--- src/rtl/v11_peak_detector_pkg.sv ---
// Shared widths, FSM state type and event record layout for the v11 peak detector slice.
package v11_peak_detector_pkg;

    localparam int SIZE_FILTER_DATA = 15;
    localparam int SIZE_TIMESTAMP   = 32;
    localparam int SIZE_LOST_COUNT  = 16;

    typedef enum logic [1:0] {
        IDLE,
        ARMED,
        DEAD
    } peakState_t;

    typedef struct packed {
        logic signed [SIZE_FILTER_DATA:0] amplitude;
        logic [SIZE_TIMESTAMP-1:0]        timeStamp;
        logic                             pileup;
    } peakRecord_t;

    // Saturates at all-ones so a long stall never wraps the drop counter back to a small value.
    function automatic logic [SIZE_LOST_COUNT-1:0] satIncrement(input logic [SIZE_LOST_COUNT-1:0] value);
        return (&value) ? value : value + SIZE_LOST_COUNT'(1);
    endfunction

endpackage

--- src/rtl/v11_peak_out_buffer.sv ---
// Single-entry valid/ready holding register for peak event records.
// A record arriving while an unaccepted one is held is dropped and counted.
module v11_peak_out_buffer
    import v11_peak_detector_pkg::*;
(
    input  logic                           clk,
    input  logic                           reset,
    input  logic                           i_emit,
    input  logic signed [SIZE_FILTER_DATA:0] i_amplitude,
    input  logic [SIZE_TIMESTAMP-1:0]      i_time,
    input  logic                           i_pileup,
    input  logic                           i_outReady,
    output logic                           o_valid,
    output logic signed [SIZE_FILTER_DATA:0] o_amplitude,
    output logic [SIZE_TIMESTAMP-1:0]      o_time,
    output logic                           o_pileup,
    output logic [SIZE_LOST_COUNT-1:0]     o_lostCount
);

    logic                       r_valid;
    peakRecord_t                r_record;
    logic [SIZE_LOST_COUNT-1:0] r_lostCount;
    peakRecord_t                w_inRecord;

    assign w_inRecord = '{amplitude: i_amplitude, timeStamp: i_time, pileup: i_pileup};

    // The held record may be replaced in the same edge it is accepted, so back-to-back events need no bubble.
    always_ff @(posedge clk) begin
        if (reset) begin
            r_valid     <= 1'b0;
            r_record    <= '0;
            r_lostCount <= '0;
        end else begin
            if (i_emit) begin
                if (!r_valid || i_outReady) begin
                    r_record <= w_inRecord;
                    r_valid  <= 1'b1;
                end else begin
                    r_lostCount <= satIncrement(r_lostCount);
                end
            end else if (r_valid && i_outReady) begin
                r_valid <= 1'b0;
            end
        end
    end

    assign o_valid     = r_valid;
    assign o_amplitude = r_record.amplitude;
    assign o_time      = r_record.timeStamp;
    assign o_pileup    = r_record.pileup;
    assign o_lostCount = r_lostCount;

endmodule

--- src/rtl/v11_peak_detector.sv ---
// Threshold/hysteresis pulse detector on the shaped filter stream: finds each pulse's peak
// amplitude and timestamp, flags pile-up, and hands one record per pulse to the output buffer.
module v11_peak_detector
    import v11_peak_detector_pkg::*;
#(
    parameter int THRESHOLD = 64,
    parameter int HYST      = 16,
    parameter int MAX_WIDTH = 64,
    parameter int DEAD_TIME = 8
)(
    input  logic                             clk,
    input  logic                             reset,
    input  logic signed [SIZE_FILTER_DATA:0] filter_data,
    input  logic                             out_ready,
    output logic                             peak_valid,
    output logic signed [SIZE_FILTER_DATA:0] peak_amplitude,
    output logic [SIZE_TIMESTAMP-1:0]        peak_time,
    output logic                             peak_pileup,
    output logic [SIZE_LOST_COUNT-1:0]       lost_count
);

    localparam int DW         = SIZE_FILTER_DATA + 1;
    localparam int WIDTH_BITS = $clog2(MAX_WIDTH + 1);
    localparam int DEAD_BITS  = (DEAD_TIME > 0) ? $clog2(DEAD_TIME + 1) : 1;

    localparam logic signed [DW-1:0] C_THRESHOLD = DW'(THRESHOLD);
    localparam logic signed [DW-1:0] C_LOW       = DW'(THRESHOLD - HYST);
    localparam logic signed [DW:0]   C_HYST      = (DW + 1)'(HYST);
    localparam logic [WIDTH_BITS-1:0] C_MAX_WIDTH = WIDTH_BITS'(MAX_WIDTH);
    localparam logic [DEAD_BITS-1:0]  C_DEAD_TIME = DEAD_BITS'(DEAD_TIME);

    peakState_t                r_state;
    logic [SIZE_TIMESTAMP-1:0] r_ts;
    logic signed [DW-1:0]      r_max;
    logic [SIZE_TIMESTAMP-1:0] r_tmax;
    logic [WIDTH_BITS-1:0]     r_width;
    logic [DEAD_BITS-1:0]      r_dead;
    logic                      r_pileup;
    logic                      r_fallen;

    logic                      w_aboveThreshold;
    logic                      w_belowLow;
    logic                      w_newMax;
    logic signed [DW:0]        w_sampleExt;
    logic signed [DW:0]        w_maxMinusHyst;
    logic                      w_hasFallen;
    logic [WIDTH_BITS-1:0]     w_widthNext;
    logic                      w_emit;

    assign w_aboveThreshold = filter_data > C_THRESHOLD;
    assign w_belowLow       = filter_data < C_LOW;
    assign w_newMax         = filter_data > r_max;

    // One guard bit keeps max - HYST from wrapping when max sits near the negative limit.
    assign w_sampleExt    = $signed({filter_data[DW-1], filter_data});
    assign w_maxMinusHyst = $signed({r_max[DW-1], r_max}) - C_HYST;
    assign w_hasFallen    = w_sampleExt <= w_maxMinusHyst;

    assign w_widthNext = r_width + WIDTH_BITS'(1);
    assign w_emit      = (r_state == ARMED) && w_belowLow;

    // Free-running sample timestamp; wraps naturally at its full width.
    always_ff @(posedge clk) begin
        if (reset) begin
            r_ts <= '0;
        end else begin
            r_ts <= r_ts + SIZE_TIMESTAMP'(1);
        end
    end

    // Pulse tracking FSM: a rise after a hysteresis-sized dip within one pulse means two overlapping pulses.
    always_ff @(posedge clk) begin
        if (reset) begin
            r_state  <= IDLE;
            r_max    <= '0;
            r_tmax   <= '0;
            r_width  <= '0;
            r_dead   <= '0;
            r_pileup <= 1'b0;
            r_fallen <= 1'b0;
        end else begin
            case (r_state)
                IDLE: begin
                    if (w_aboveThreshold) begin
                        r_state  <= ARMED;
                        r_max    <= filter_data;
                        r_tmax   <= r_ts;
                        r_width  <= WIDTH_BITS'(1);
                        r_pileup <= (C_MAX_WIDTH <= WIDTH_BITS'(1));
                        r_fallen <= 1'b0;
                    end
                end
                ARMED: begin
                    if (w_belowLow) begin
                        r_state <= DEAD;
                        r_dead  <= C_DEAD_TIME;
                    end else begin
                        if (w_newMax) begin
                            r_max  <= filter_data;
                            r_tmax <= r_ts;
                            if (r_fallen) begin
                                r_pileup <= 1'b1;
                            end
                        end
                        if (w_hasFallen) begin
                            r_fallen <= 1'b1;
                        end
                        if (r_width < C_MAX_WIDTH) begin
                            r_width <= w_widthNext;
                            if (w_widthNext == C_MAX_WIDTH) begin
                                r_pileup <= 1'b1;
                            end
                        end
                    end
                end
                DEAD: begin
                    if (r_dead != '0) begin
                        r_dead <= r_dead - DEAD_BITS'(1);
                    end else if (w_belowLow) begin
                        r_state <= IDLE;
                    end
                end
                default: begin
                    r_state <= IDLE;
                end
            endcase
        end
    end

    v11_peak_out_buffer u_outBuffer (
        .clk         (clk),
        .reset       (reset),
        .i_emit      (w_emit),
        .i_amplitude (r_max),
        .i_time      (r_tmax),
        .i_pileup    (r_pileup),
        .i_outReady  (out_ready),
        .o_valid     (peak_valid),
        .o_amplitude (peak_amplitude),
        .o_time      (peak_time),
        .o_pileup    (peak_pileup),
        .o_lostCount (lost_count)
    );

endmodule

--- config.mk ---
export PLATFORM = sky130hd
export DESIGN_NAME = v11_peak_detector
export DESIGN_NICKNAME = d
export VERILOG_FILES = /design/src/rtl/v11_peak_detector_pkg.sv /design/src/rtl/v11_peak_out_buffer.sv /design/src/rtl/v11_peak_detector.sv
export SDC_FILE = /design/constraint.sdc
export NUM_CORES = 1
export LEC_CHECK = 0
export CAP_MARGIN = 20
export CORE_MARGIN = 5
export CORE_UTILIZATION = 60
export CTS_BUF_LIST = sky130_fd_sc_hd__clkbuf_2
export DETAILED_ROUTE_END_ITERATION = 16
export GPL_ROUTABILITY_DRIVEN = 0
export GPL_TIMING_DRIVEN = 0
export HOLD_SLACK_MARGIN = 0.06
export PLACE_DENSITY_LB_ADDON = 0.2
export SYNTH_ARGS = -nofsm -noshare
export SYNTH_HDL_FRONTEND = slang
export SYNTH_SLANG_ARGS = --single-unit
--- constraint.sdc ---
create_clock -name clk -period 4.3 [get_ports clk]
set_clock_uncertainty 0.15 [all_clocks]
set_input_delay 1.075 -clock clk [delete_from_list [all_inputs] [get_ports clk]]
set_output_delay 1.075 -clock clk [all_outputs]
set_load 0.03 [all_outputs]
==> After elaboration in Yosys (flattened, before gate mapping) <==
Index checks and enable logic that the tools add are counted.
{ "totals": {"out_inout_bits": 66, "in_bits": 19, "wordCells": 90, "romBits": 0, "latch_bits": 0, "memories": 0, "regBits": 161, "ramBits": 0} }
{ "classes": {"reduce_logical": 19, "shift": 0, "addsub": 5, "multipliers": 0, "div_mod_pow": 0, "mux": 33, "order_cmp": 5, "bitwise": 2, "eq_ne": 13} }
{ "ops": {"columns": ["cell", "n"], "rows": [
  ["two-way mux 32 bit", 3],
  ["one-hot mux 32 bit (2 select lines)", 1],
  ["two-way mux 16 bit", 3],
  ["adder 32 x 1 -> 32 bit (second input constant)", 1],
  ["one-hot mux 16 bit (2 select lines)", 1],
  ["two-way mux 7 bit", 3],
  ["inequality test 2 bit (second input constant)", 9],
  ["less-or-equal comparator 16 x 17 -> 1 bit", 1],
  ["subtractor 16 x 6 -> 17 bit (second input constant)", 1],
  ["adder 16 x 1 -> 16 bit (second input constant)", 1],
  ["greater-than comparator 16 bit", 1],
  ["greater-than comparator 16 x 8 -> 1 bit (second input constant)", 1],
  ["less-than comparator 16 x 7 -> 1 bit (second input constant)", 1],
  ["AND reduction 16 bit", 1],
  ["AND reduction 4 bit", 4],
  ["one-hot mux 7 bit (2 select lines)", 1],
  ["two-way mux 1 bit", 11],
  ["AND reduction 3 bit", 3],
  ["two-way mux 2 bit", 4],
  ["two-way mux 4 bit", 2],
  ["one-hot mux 4 bit (2 select lines)", 1],
  ["adder 7 x 1 -> 7 bit (second input constant)", 1],
  ["== test 7 bit (second input constant)", 1],
  ["less-than comparator 7 bit (second input constant)", 1],
  ["14 further kinds", 20]
]} }

==> Longest topological paths before layout <==
Gate-level depths: netlist of the first run.
{ "depth": {"word_depth": 6, "depth_mapped": 12, "depth_no_buf": 12} }

==> Hierarchy <==
From an unflattened synthesis of the first run, not the netlist that was laid out.
{ "hier_totals": {"hier_cells": 882, "hier_area_um2": 7684.9} }
{ "by_module_without_submodules": {"columns": ["mod", "cells_per_inst", "seq_area_each_um2", "area_each_um2", "instances"], "rows": [
  ["v11_peak_detector", 563, 1901.8, 5113.7, 1],
  ["v11_peak_out_buffer", 319, 1321.3, 2571.2, 1]
]} }

==> Least setup slack after synthesis of the first run <==
No wires, ideal clock.
{ "synth_path": {"path_kind": "input to register", "startpoint": "in filter_data[14]", "endpoint": "reg r_max[6]", "setup_time_ps": 79, "slack_ps": 1197, "n_path_buf": 1, "cell_stages": 8, "t_arrival_ps": 2874, "required_ps": 4071, "cell_sequence": "ha_1 > and3_4 > a221o_1 > a31oi_2 > a31oi_4 > buf_6 > a2111o_1 > o211ai_1"} }
{ "synth_via": {"elab_chain_cells": 3, "elab_cells_between_ends": 7, "classes_between": "order compare (3); eq/ne (3); reduce/logical (1)"} }
{ "synth_rtl": {"columns": ["element", "line_no", "source"], "rows": [
  ["from (decl)", "v11_peak_detector.sv:13", "input logic signed [SIZE_FILTER_DATA:0] filter_data,"],
  ["greater-than comparator 16 bit, or another cell as far along", "v11_peak_detector.sv:52", "assign w_newMax = filter_data > r_max;"],
  ["inequality test 2 bit (no line)", null, null],
  ["AND reduction 4 bit (no line) (*)", null, null],
  ["to (signal assigned)", "v11_peak_detector.sv:86", "r_max <= filter_data;"],
  ["to (signal assigned)", "v11_peak_detector.sv:99", "r_max <= filter_data;"],
  ["to (decl)", "v11_peak_detector.sv:34", "logic signed [DW-1:0] r_max;"]
]} }
Every way passes the cells marked *; elsewhere a longest branch is shown, timed or not.
A chain may end at the register's enable or synchronous reset.

==> Worst setup path after layout of the first run <==
{ "layout_path": {"startpoint": "in filter_data[15]", "endpoint": "reg r_tmax[27]"} }
{ "layout_via": {"elab_chain_cells": 3, "elab_cells_between_ends": 7, "classes_between": "order compare (3); eq/ne (3); reduce/logical (1)"} }
{ "layout_rtl": {"columns": ["element", "line_no", "source"], "rows": [
  ["greater-than comparator 16 bit, or another cell as far along", "v11_peak_detector.sv:52", null],
  ["inequality test 2 bit (no line)", null, null],
  ["AND reduction 4 bit (no line) (*)", null, null],
  ["to (signal assigned)", "v11_peak_detector.sv:87", "r_tmax <= r_ts;"],
  ["to (signal assigned)", "v11_peak_detector.sv:100", "r_tmax <= r_ts;"],
  ["to (decl)", "v11_peak_detector.sv:35", "logic [SIZE_TIMESTAMP-1:0] r_tmax;"]
]} }
Marks and branches as above.

==> impl_metrics.py, run 1 <==
metrics = {
    "status": {
        "status": "completed",
    },
    "clocking": {
        "cts_tree": "done",
        "cts_setup_buffers": 0,
        "clk_latency_ps": 770,
        "cts_resized": 0,
        "clk_path_buf_depth": 2,
        "htree_levels": 4,
        "cts_sinks": 161,
        "cts_hold_buf": 0,
        "root_buffer": "clkbuf_2",
        "cts_buffers": 17,
        "clk_pin_slew_ps": 220,
    },
    "min_path": {
        "holdPathStages": 2,
        "hp-class": "flop to flop",
        "min_from": "u_outBuffer.o_amplitude[11]$_SDFFE_PP0P_",
        "min_to": "u_outBuffer.o_amplitude[11]$_SDFFE_PP0P_",
    },
    "placement": {
        "dpl_cell_area_um2": 9658,
        "pre_cts_ws_ps": 113.2,
        "numPortBuffers": 84,
        "place_hpwl_mm": 16.49,
    },
    "sta": {
        "hold_viol": 0,
        "post-route-min-period_ps": 3557,
        "slew_headroom_pct": 47.86,
        "finalSetupTns_ps": 0,
        "setup_violations": 0,
        "max_freq_ghz": 0.2811,
        "drv_slew": 0,
        "tightest_slew_ps": 782.2,
        "rsz0062_at_grt": "no",
        "fin_crit_sh_pct": 82.73,
        "holdWs_ps": 317.1,
        "timing.final.ws_setup_ps": 742.7,
    },
    "drt": {
        "drc": 0,
        "drtIter0Drc": 697,
        "dr.pass1.iters": 6,
        "wire_per_inst_um": 17.11,
        "routed-via-count": 8023,
        "ant_nets": 0,
        "via_per_inst": 6.037,
        "wl_mm": 22.74,
    },
    "cells_and_area": {
        "layout_commonest_cell": "nand2_1",
        "drive_above_1_share_pct": 6.794,
        "final_nets": 1188,
        "n_fill_cell": 1179,
        "stdcell_area_um2": 9912,
        "final_cell_mix": "nand2_1, dfxtp_1, clkdlybuf4s50_1",
        "areaGrowthSynthToFinish_pct": 15.36,
    },
    "floorplanning": {
        "die_h_um": 129.7,
        "initial_utilization_pct": 61.42,
        "ios": 85,
        "fp-row-count": 43,
        "dieArea_um2": 16810,
        "die_x_um": 129.7,
        "core_um2": 13990,
    },
    "global_route": {
        "antenna_found_initial": 1,
        "grt_pass1_wl_mm": 37.16,
        "grt_max_degree": 17,
        "grt_pass1_vias": 7570,
        "grt-ovfl-total": 0,
        "grt_usage_pct": 27.27,
    },
    "power": {
        "power.internal_uw": 2033,
        "p_seq_share_pct": 52.5,
        "power_frac_clock_pct": 29.7,
        "swShare_pct": 31.50,
        "p_per_area_nw_per_um2": 299.5,
        "peakVddDrop_mv": 0.2108,
        "p_leak_uw": 0.003319,
        "power_frac_comb_pct": 17.8,
        "p_sw_uw": 934.9,
    },
    "synthesis": {
        "synth-xor-area-share_pct": 5.810,
        "yosys_warnings": 0,
        "synth_cell_type_count": 54,
        "ys.flop_type": "dfxtp_1",
        "synth_edf_count": 0,
        "synthAdderAreaFrac_pct": 4.951,
        "ys_top_cells_by_area": "dfxtp_1, nand2_1, ha_1, a32oi_1, o211ai_1",
        "synthCells": 1032,
        "synth-async-reset-ratio_pct": 0,
        "syn_area_um2": 8592,
        "yosysTopAreaCellShare_pct": 37.51,
        "synthSimpleGateAreaFrac_pct": 25.73,
        "synth_top_area_cell": "dfxtp_1",
        "ys_seq_elements": 161,
        "synth-compound-area-share_pct": 20.74,
        "syn_nets": 1085,
        "synth_top_family_by_area": "simple AND/OR/NAND/NOR gates",
        "synthMuxAreaShare_pct": 0,
        "avgSynthCellArea_um2": 8.326,
        "ys_seq_area_share_pct": 37.51,
    },
    "critical_path": {
        "cpMaxStageDelayCell": "a21oi_1",
        "worstRegToRegCells": 9,
        "cp_slowest_stage_delay_ps": 650,
        "critPathArrivalTime_ps": 4110,
        "r2r_start": "r_max[6]$_SDFFE_PP0P_",
        "start_kind": "input port",
        "end_kind": "flop",
        "rr_endpoint": "r_tmax[27]$_SDFFE_PP0P_",
        "cp_cell_sequence": "clkdlybuf4s50_1 -> ha_1 -> and4_1 -> nand4_1 -> a21o_1 -> a21oi_1 -> clkbuf_1 -> o21ai_0 -> o211ai_1",
        "cp_max_fo": 10,
        "r2r_slack_ps": 1080,
        "worst-setup-path-type": "input port to flop",
        "cp.required_ps": 4850,
    },
    "job": {
        "maxCapViolCount": 0,
    },
}
-- cells by family after synthesis --
family | after synthesis
XOR/XNOR | 57
AND/OR/NAND/NOR | 429
flip-flops | 161
buffers and inverters | 101
AO/OA/AOI/OAI | 250
adder cells (fa/ha/maj) | 34
-- sequential cells by signal, indices dropped and copies added, names as in the netlist --
name                     flops
r_dead                       4
r_fallen                     1
u_outBuffer.o_pileup         1
u_outBuffer.o_lostCount     16
r_max                       16
u_outBuffer.o_valid          1
r_pileup                     1
r_state                      2
r_ts                        32
r_tmax                      32
r_width                      7
u_outBuffer.o_amplitude     16
u_outBuffer.o_time          32
-- worst max path at each step --
stage | endpoint | slack, ps | start | depth (start not counted)
2_1_floorplan | r_max[6]$_SDFFE_PP0P_ | 1200 | filter_data[14] | 8
3_3_place_gp | r_max[0]$_SDFFE_PP0P_ | 140 | filter_data[15] | 9
3_5_place_dp | r_tmax[28]$_SDFFE_PP0P_ | 110 | filter_data[15] | 9
4_1_cts | r_tmax[27]$_SDFFE_PP0P_ | 920 | filter_data[15] | 9
5_1_grt | r_tmax[1]$_SDFFE_PP0P_ | 720 | filter_data[15] | 9
6_report | r_tmax[27]$_SDFFE_PP0P_ | 740 | filter_data[15] | 9
-- metrics by stage --
step / util (%) / power (uW) / cells
5_1_grt: 70.86 / 3094 / 1329
4_1_cts: 70.84 / 2959 / 1328
3_3_place_gp: 69.04 / 2091 / 1296
2_1_floorplan: - / 1936 / 1032
3_5_place_dp: 69.04 / 2100 / 1296
6_report: 70.86 / 2968 / 1329
-- cell usage after synthesis, drive strengths merged, types with 9 or more instances --
cell,instances
inv,26
nand4,17
nor2,73
and3,16
clkbuf,41
and4,10
nand3,27
nor4,9
a2111o,14
o211ai,47
dfxtp,161
a21oi,68
nand2,164
o21ai,41
xnor2,22
ha,34
xor2,35
nor3,13
buf,34
nor3b,36
a32oi,47
nor2b,47
-- power by group through the flow --
stage,Clock (uW),Sequential [uW],Combinational (uW)
floorplan,0,1580,353
global placement,0,1580,507
detailed placement,0,1580,515
CTS,884,1560,519
global route,954,1560,578
finish,882,1560,529
-- worst max-delay path: cells and delay by family --
family	cells	cell delay, ps
buffers and inverters	2	1000
AO/OA/AOI/OAI	4	1190
adder cells (fa/ha/maj)	1	420
AND/OR/NAND/NOR	2	410
-- area by class of cell --
class	instances	area [um^2]	share of cell area (%)
Multi-Input combinational cell	770	4917	49.61
Inverter	26	97.59	0.9846
Clock buffer	17	85.08	0.8584
Tap cell	180	225.2	2.272
Buffer	75	354.1	3.572
Clock inverter	15	166.4	1.679
Sequential cell	161	3223	32.52
Timing Repair Buffer	84	840.8	8.483
Antenna cell	1	2.502	0.02525
-- per-layer routing --
| layer | global-route usage, % | share of wire [%] | wire [um] |
|---|---|---|---|
| met5 | 0 | 0 | 0 |
| met4 | 8.007 | 1.7 | 379 |
| met3 | 5.153 | 6.0 | 1368 |
| met2 | 43.25 | 45 | 10240 |
| met1 | 38.00 | 47 | 10760 |
Power figures use the tool's default switching activity.
==> run 2, diff against run 1 <==
--- a/config.mk
+++ b/config.mk
@@ -7,7 +7,7 @@
 export LEC_CHECK = 0
 export CAP_MARGIN = 20
 export CORE_MARGIN = 5
-export CORE_UTILIZATION = 60
+export CORE_UTILIZATION = 59
 export CTS_BUF_LIST = sky130_fd_sc_hd__clkbuf_2
 export DETAILED_ROUTE_END_ITERATION = 16
 export GPL_ROUTABILITY_DRIVEN = 0
==> constraint.sdc (replaced) <==
create_clock -name clk -period 3.7 [get_ports clk]
set_clock_uncertainty 0.15 [all_clocks]
set_input_delay 0.925 -clock clk [delete_from_list [all_inputs] [get_ports clk]]
set_output_delay 0.925 -clock clk [all_outputs]
set_load 0.03 [all_outputs]
==> run 2 against run 1 <==
Net effect:
- total power is 18% higher
- combinational power increased by 17%
- critical endpoint is now r_tmax[28]$_SDFFE_PP0P_
- clock power rose by 21%
==> impl_metrics.py, run 2 (synthesis results as in run 1) <==
metrics = {
    "status": {
        "status": "completed",
    },
    "power": {
        "power_uw": 3501,
        "p_leak_uw": 0.003332,
        "p_per_area_nw_per_um2": 352.8,
        "power_frac_clock_pct": 30.6,
        "p_sw_uw": 1071,
        "swShare_pct": 30.59,
        "power.internal_uw": 2430,
        "p_seq_share_pct": 51.7,
        "power_frac_comb_pct": 17.7,
        "peakVddDrop_mv": 0.2846,
    },
    "global_route": {
        "grt_usage_pct": 27.40,
        "grt_pass1_vias": 7457,
        "grt_max_degree": 17,
        "grt_pass1_wl_mm": 37.40,
        "grt-ovfl-total": 0,
        "antenna_found_initial": 1,
    },
    "clocking": {
        "cts_hold_buf": 0,
        "cts_sinks": 161,
        "cts_tree": "done",
        "root_buffer": "clkbuf_2",
        "clk_path_buf_depth": 2,
        "clk_latency_ps": 760,
        "clk_pin_slew_ps": 230,
        "cts_buffers": 17,
        "cts_setup_buffers": 0,
        "htree_levels": 4,
        "cts_resized": 0,
    },
    "placement": {
        "numPortBuffers": 84,
        "place_hpwl_mm": 16.67,
        "pre_cts_ws_ps": -434.5,
    },
    "critical_path": {
        "end_kind": "flop",
        "worstRegToRegCells": 9,
        "worst-setup-path-type": "input port to flop",
        "cp.required_ps": 4240,
        "critPathArrivalTime_ps": 4050,
        "start_kind": "input port",
        "cp_max_fo": 10,
    },
    "floorplanning": {
        "die_h_um": 130.7,
        "initial_utilization_pct": 59.57,
        "fp-row-count": 44,
        "core_um2": 14420,
        "dieArea_um2": 17080,
        "ios": 85,
        "die_x_um": 130.7,
    },
    "sta": {
        "timing.final.ws_setup_ps": 185.8,
        "rsz0062_at_grt": "no",
        "post-route-min-period_ps": 3514,
        "slew_headroom_pct": 45.24,
        "holdWs_ps": 314.9,
        "setup_violations": 0,
        "drv_slew": 0,
        "fin_crit_sh_pct": 94.98,
        "max_freq_ghz": 0.2846,
        "hold_viol": 0,
        "tightest_slew_ps": 821.4,
    },
    "drt": {
        "ant_nets": 0,
        "dr.pass1.iters": 6,
        "wl_mm": 22.99,
        "drc": 0,
        "routed-via-count": 8038,
        "via_per_inst": 6.035,
        "drtIter0Drc": 953,
        "wire_per_inst_um": 17.26,
    },
    "cells_and_area": {
        "n_fill_cell": 1239,
        "areaGrowthSynthToFinish_pct": 15.52,
        "drive_above_1_share_pct": 6.975,
        "final_nets": 1188,
        "final_cell_mix": "nand2_1, dfxtp_1, clkdlybuf4s50_1",
        "fin_util_pct": 68.82,
        "layout_commonest_cell": "nand2_1",
    },
    "job": {
        "maxCapViolCount": 0,
    },
    "min_path": {
        "hp-class": "flop to flop",
        "holdPathStages": 2,
    },
}
[run 2: changes by cell type in the layout (fill, tap and decap cells not counted), sizes merged]
cell	delta
bufinv	+1
clkbuf	+2
clkinv	-4
[run 2: cell type report]
cell class	instances	area, um^2	share of cell area, %
Tap cell	184	230.2	2.319
Clock inverter	12	165.2	1.664
Antenna cell	1	2.502	0.02521
Sequential cell	161	3223	32.47
Timing Repair Buffer	84	840.8	8.471
Inverter	26	97.59	0.9832
Clock buffer	19	95.09	0.9580
Buffer	75	354.1	3.567
Multi-Input combinational cell	770	4917	49.54
[run 2: metrics by stage]
stage | cell area, um^2 | setup TNS [ps] | std cells
detailed placement | 9663 | -12640 | 1300
finish | 9926 | 0 | 1332
CTS | 9923 | 0 | 1331
global placement | 9663 | -11040 | 1300
floorplan | 8592 | 0 | 1032
global route | 9926 | 0 | 1332
[run 2: path summary, 6_finish.rpt]
kind	start	end	slack [ps]
max	filter_data[15]	r_tmax[28]$_SDFFE_PP0P_	190
min	u_outBuffer.o_time[6]$_SDFFE_PP0P_	u_outBuffer.o_time[6]$_SDFFE_PP0P_	310
max reg2reg	r_max[15]$_SDFFE_PP0P_	r_tmax[28]$_SDFFE_PP0P_	340
min reg2reg	u_outBuffer.o_time[6]$_SDFFE_PP0P_	u_outBuffer.o_time[6]$_SDFFE_PP0P_	310
[run 2: power by group through the flow]
stage	sequential, uW	combinational (uW)	clock, uW
after floorplan	1840	410	0
after global placement	1840	592	0
after global routing	1810	679	1150
after detailed placement	1840	602	0
final	1810	620	1070
after CTS	1810	607	1080
[run 2: metal layers]
metal  vias up  part of all wire [%]  track usage [%]  routed length, um
li1       3915                     -                -                  -
met1      3740                    44            37.65              10200
met2       343                    45            42.75              10410
met3        40                   8.2            6.423               1877
met4         0                   2.2            8.893                501
met5         -                     0                0                  0
[run 2: critical path, cell delays in order]
cell and delay, ps:
clkdlybuf4s50_1 530, ha_1 420, and4_1 250, nand4_1 150, a21o_1 240, a21oi_1 680
clkbuf_1 520, o21ai_0 200, o211ai_1 120
